File: src/rtl/adder_rr_scheduler.sv
// Round-robin front end for one shared, registered WIDTH-bit adder.
// NUM_REQ requesters compete for a 2-stage stallable pipeline
// (operand stage -> sum stage). Each result returns tagged with the
// originating requester index.
module adder_rr_scheduler #(
  parameter int NUM_REQ = 4,
  parameter int WIDTH   = 32,
  parameter int ID_W    = 2
) (
  input  logic                     clock,
  input  logic                     reset,
  input  logic [NUM_REQ-1:0]       req_valid,
  output logic [NUM_REQ-1:0]       req_ready,
  input  logic [NUM_REQ*WIDTH-1:0] req_a,
  input  logic [NUM_REQ*WIDTH-1:0] req_b,
  output logic                     resp_valid,
  input  logic                     resp_ready,
  output logic [WIDTH-1:0]         resp_sum,
  output logic                     resp_carry,
  output logic [ID_W-1:0]          resp_id,
  output logic [31:0]              op_count
);

  logic [ID_W-1:0]  rr_ptr;
  logic             grant_valid;
  logic [ID_W-1:0]  grant_id;
  int unsigned      idx;
  logic             accept;
  logic             s0_load;
  logic             s1_load;
  logic [WIDTH-1:0] sel_a;
  logic [WIDTH-1:0] sel_b;

  logic             s0_valid;
  logic [WIDTH-1:0] s0_a;
  logic [WIDTH-1:0] s0_b;
  logic [ID_W-1:0]  s0_id;
  logic             s1_valid;

  // Round-robin search starting at rr_ptr; first valid requester wins.
  always_comb begin
    grant_valid = 1'b0;
    grant_id    = '0;
    idx         = 0;
    for (int unsigned k = 0; k < NUM_REQ; k++) begin
      idx = (32'(rr_ptr) + k) % NUM_REQ;
      if (!grant_valid && req_valid[idx]) begin
        grant_valid = 1'b1;
        grant_id    = ID_W'(idx);
      end
    end
  end

  // Stall chain and the one-hot ready back to the winning requester.
  always_comb begin
    s1_load   = s0_valid & (~s1_valid | resp_ready);
    s0_load   = ~s0_valid | s1_load;
    accept    = grant_valid & s0_load & ~reset;
    req_ready = '0;
    if (accept) req_ready[grant_id] = 1'b1;
    sel_a     = req_a[32'(grant_id) * WIDTH +: WIDTH];
    sel_b     = req_b[32'(grant_id) * WIDTH +: WIDTH];
  end

  assign resp_valid = s1_valid;

  // Arbitration pointer: moves past the requester just accepted.
  always_ff @(posedge clock) begin
    if (reset) begin
      rr_ptr <= '0;
    end else if (accept) begin
      rr_ptr <= (grant_id == ID_W'(NUM_REQ - 1)) ? '0 : grant_id + 1'b1;
    end
  end

  // Stage 0: operand registers, refilled whenever the stage can move.
  always_ff @(posedge clock) begin
    if (reset) begin
      s0_valid <= 1'b0;
    end else if (s0_load) begin
      s0_valid <= accept;
      if (accept) begin
        s0_a  <= sel_a;
        s0_b  <= sel_b;
        s0_id <= grant_id;
      end
    end
  end

  // Stage 1: sum register; holds its result while downstream stalls.
  always_ff @(posedge clock) begin
    if (reset) begin
      s1_valid   <= 1'b0;
      resp_sum   <= '0;
      resp_carry <= 1'b0;
      resp_id    <= '0;
    end else if (s1_load) begin
      {resp_carry, resp_sum} <= {1'b0, s0_a} + {1'b0, s0_b};
      resp_id                <= s0_id;
      s1_valid               <= 1'b1;
    end else if (resp_ready) begin
      s1_valid <= 1'b0;
    end
  end

  // Completed-response counter, free-running wrap.
  always_ff @(posedge clock) begin
    if (reset) begin
      op_count <= '0;
    end else if (s1_valid && resp_ready) begin
      op_count <= op_count + 32'd1;
    end
  end

endmodule
File: config.mk
export PLATFORM = sky130hd
export DESIGN_NAME = adder_rr_scheduler
export DESIGN_NICKNAME = d
export VERILOG_FILES = /design/src/rtl/adder_rr_scheduler.sv
export SDC_FILE = /design/constraint.sdc
export NUM_CORES = 1
export LEC_CHECK = 0
export ABC_CLOCK_PERIOD_IN_PS = 13750
export BUFFER_PORTS_ARGS = -buffer_cell sky130_fd_sc_hd__buf_4
export CORE_MARGIN = 4
export CORE_UTILIZATION = 50
export DETAILED_ROUTE_END_ITERATION = 8
export PLACE_DENSITY = 0.82
export SYNTH_ARGS = -nofsm -noshare
export SYNTH_HDL_FRONTEND = slang
export SYNTH_SLANG_ARGS = --single-unit
File: constraint.sdc
create_clock -name clock -period 13.75 [get_ports clock]
set_input_delay 3.4375 -clock clock [delete_from_list [all_inputs] [get_ports clock]]
set_output_delay 3.4375 -clock clock [all_outputs]
set_load 0.05 [all_outputs]
==> results.ini <==
[run_status]
status = complete, no violations

[synth]
ys.flop_type = dfxtp_1
yosysSeqAreaShare_pct = 40.05
synth-seq-cells = 137
synth_area_leaders = edfxtp_1 23%, dfxtp_1 17%, nand2_1 15%
yosysTopAreaCell = edfxtp_1
yosys_warnings = 0
synth-edff-count = 66
syn_inst = 1087
synthArstFlopShare_pct = 0
ys_types = 56
synth.most_common_cell = nand2_1
synth.avg_cell_area_um2 = 7.817
yosys.area.top_type_share_pct = 23.32
synth_nets = 1388
syn_area_um2 = 8497
synth_commonest_cells = 340 x nand2_1, 73 x nor2_1, 72 x and3_1

[worst_setup_path]
reg2reg_to = s0_a[11]
worst-path-buf-inv = 6
worst_path_max_delay_cell = buf_4
crit_arrival_ps = 5600
r2r_start = rr_ptr[0]
max_stage_delay_ps = 550
critical_path_depth = 11
crit_path_end = req_ready[3]
path_delay_family = buffers and inverters
required_ps = 10310
end_kind = primary output
start_kind = input pin
worstSetupPathType = input pin to primary output
crit_top_cell = buf_4
cp_max_fo = 67
worst-r2r-setup-slack_ps = 10660
r2r_cells = 10
crit_start = req_valid[1]
path_cells = buf_4 -> inv_1 -> nand2_1 -> a21oi_1 -> o22ai_4 -> buf_4 -> inv_2 -> buf_4 -> ha_1 -> and2_1 -> buf_4

[placed_design]
routabilityCongestion = 0.9596
place_area_um2 = 11140
dp_slack_ps = 4714
hpwl_um = 21130
port_buffers = 334
dp.cells = 1587

[sta]
period_minus_slack_ps = 9038
slew-limit-headroom_pct = 30.87
finalSetupViolCount = 0
fin_setup_tns_ps = 0
finalCritPeriodShare_pct = 65.73
finalHoldViolCount = 0
worst_slack_ps = 4712
maxSlewViolCount = 0
worst_pin_slew_ps = 1037
finalClockSkew_ps = 6.899
max_freq_mhz = 110.6
rsz0062_at_grt = no
hold_slack_ps = 453.8

[final_layout]
areaGrowthSynthToFinish_pct = 37.92
layout.cells.non_filler = 1618
multi_input_area_um2 = 4822
final_area_um2 = 11720
drive_above_1_share_pct = 27.54
antenna_cells = 0
nFillCells = 1393
regArea_um2 = 3403
num-nets-final = 1687

[power]
internal_power_uw = 1178
combPwrFrac_pct = 50.0
clockPowerShare_pct = 21.3
pwr-share-seq_pct = 28.7
leakage_uw = 0.005374
power.density_nw_per_um2 = 174.4
peakVddDrop_mv = 0.08550
switching_share_pct = 42.33
netSwitchingPower_uw = 865.1

[cts]
cts_buffer_depth = 2
cts_tree = yes
clock_latency_ps = 430
clock-sinks = 137
ctsHoldBuffers = 0
ctsResizeCount = 0
cts_setup_buffers = 0
clkTransAtPathRegs_ps = 60
cts_root_buf = clkbuf_16
cts_made_buffers = 17
cts_max_level = 4

[routing]
routed_wl_um = 27400
ant_nets = 0
dr.pass1.iters = 5
drc = 0
via_per_inst = 5.519
wl_per_cell_um = 16.94
drt-initial-drc-count = 648
vias = 8929

[global_routing]
grt_overflow_total = 0
grt_max_degree = 112
grt_pass1_wl_um = 42460
grt_usage_pct = 27.20
first_global_vias = 8298
grt_antenna_before_repair = 0

[floorplan]
io_pins = 335
dieArea_um2 = 19140
start_util_pct = 51.06
dieHeight_um = 138.4
die_w_um = 138.4
core.rowCount = 47
core_region_area_um2 = 16640

[run]
maxCapViolCount = 0

[hold_path]
min_path_type = flip-flop to flip-flop

layout make-up:
class	instances	area share, %
inverter	19	0.6299
timing repair buffer	342	21.91
tap	220	2.349
multi-input combinational	869	41.15
clock buffer	23	4.442
clock inverter	8	0.4805
sequential	137	29.04
through the flow:
step,utilization (%),power (uW)
after detailed placement,66.95,1600
after global placement,66.95,1586
after floorplan,-,1292
after CTS,70.42,2039
final,70.42,2043
after global routing,70.42,2167
worst reg2reg max path, stage by stage, from the launching register on:
cell and delay (ps):
dfxtp_1 340, nor2b_1 170, a21oi_1 60, nor2_1 190, a211oi_4 60, buf_4 300
inv_4 260, buf_4 820, nand2_1 170, and3_1 210, a31oi_1 280
worst min-delay path by stage:
stage / start / endpoint / slack [ps] / cells past startpoint
floorplan: rr_ptr[0] / rr_ptr[0] / 460 / 2
global placement: resp_sum[16] / resp_sum[16] / 440 / 2
detailed placement: resp_sum[17] / resp_sum[17] / 450 / 2
CTS: resp_sum[17] / resp_sum[17] / 450 / 2
global route: resp_id[1] / resp_id[1] / 480 / 2
finish: resp_sum[11] / resp_sum[11] / 450 / 2
power groups by stage:
stage,Clock (uW),Sequential (uW),Combinational (uW)
after floorplan,0,682,610
after global placement,0,590,996
after detailed placement,0,594,1010
after CTS,441,586,1010
after global routing,460,593,1110
final,436,586,1020
sequential cells by signal, summed over array words and instances (netlist names):
register	count
s0_valid	1
s0_id	2
resp_carry	1
s0_a	32
op_count	32
resp_sum	32
resp_valid	1
rr_ptr	2
s0_b	32
resp_id	2
metal layers:
layer | wire length, um | GRT usage, %
met1 | 11510 | 35.40
met5 | 0 | 0
met3 | 2024 | 6.215
met4 | 721 | 9.412
met2 | 13150 | 44.78
cells by family (layout without fill, tap and decap cells):
| kind of cell | after synthesis | count (layout) | share of synthesized area (%) |
|---|---|---|---|
| simple gates | 563 | 563 | 29.17 |
| compound gates | 217 | 217 | 16.17 |
| flops | 137 | 137 | 40.05 |
| buf+inv | 81 | 392 | 3.622 |
| xor+xnor | 48 | 48 | 4.948 |
| fa+ha+maj | 38 | 38 | 5.684 |
| mux | 3 | 3 | 0.3534 |
cells in the final DEF (no fill, tap or decap), types with 3 or more instances in the layout:
cell / Yosys / layout
o21bai_1: 6 / 6
a211oi_1: 9 / 8
a31oi_1: 67 / 67
and3_1: 72 / 72
buf_4: 0 / 342
dfxtp_1: 71 / 71
o211ai_1: 4 / 4
o21ai_0: 34 / 34
nor3_1: 10 / 10
nor2b_1: 6 / 5
o21a_1: 4 / 4
a21oi_1: 54 / 54
and2_1: 5 / 5
xnor2_1: 12 / 12
clkinv_2: 0 / 3
nand4_1: 17 / 17
nor2_1: 73 / 73
clkbuf_8: 0 / 3
edfxtp_1: 66 / 66
clkinv_4: 0 / 3
xor2_1: 36 / 36
inv_1: 19 / 17
nand3_1: 21 / 21
clkbuf_16: 0 / 19
nand2_1: 340 / 340
or4_1: 3 / 3
ha_1: 37 / 37
nor4_1: 3 / 3
a21o_1: 9 / 9
mux2i_1: 3 / 3
o22ai_1: 5 / 4
Note: power is estimated with default switching activity, not from simulation.
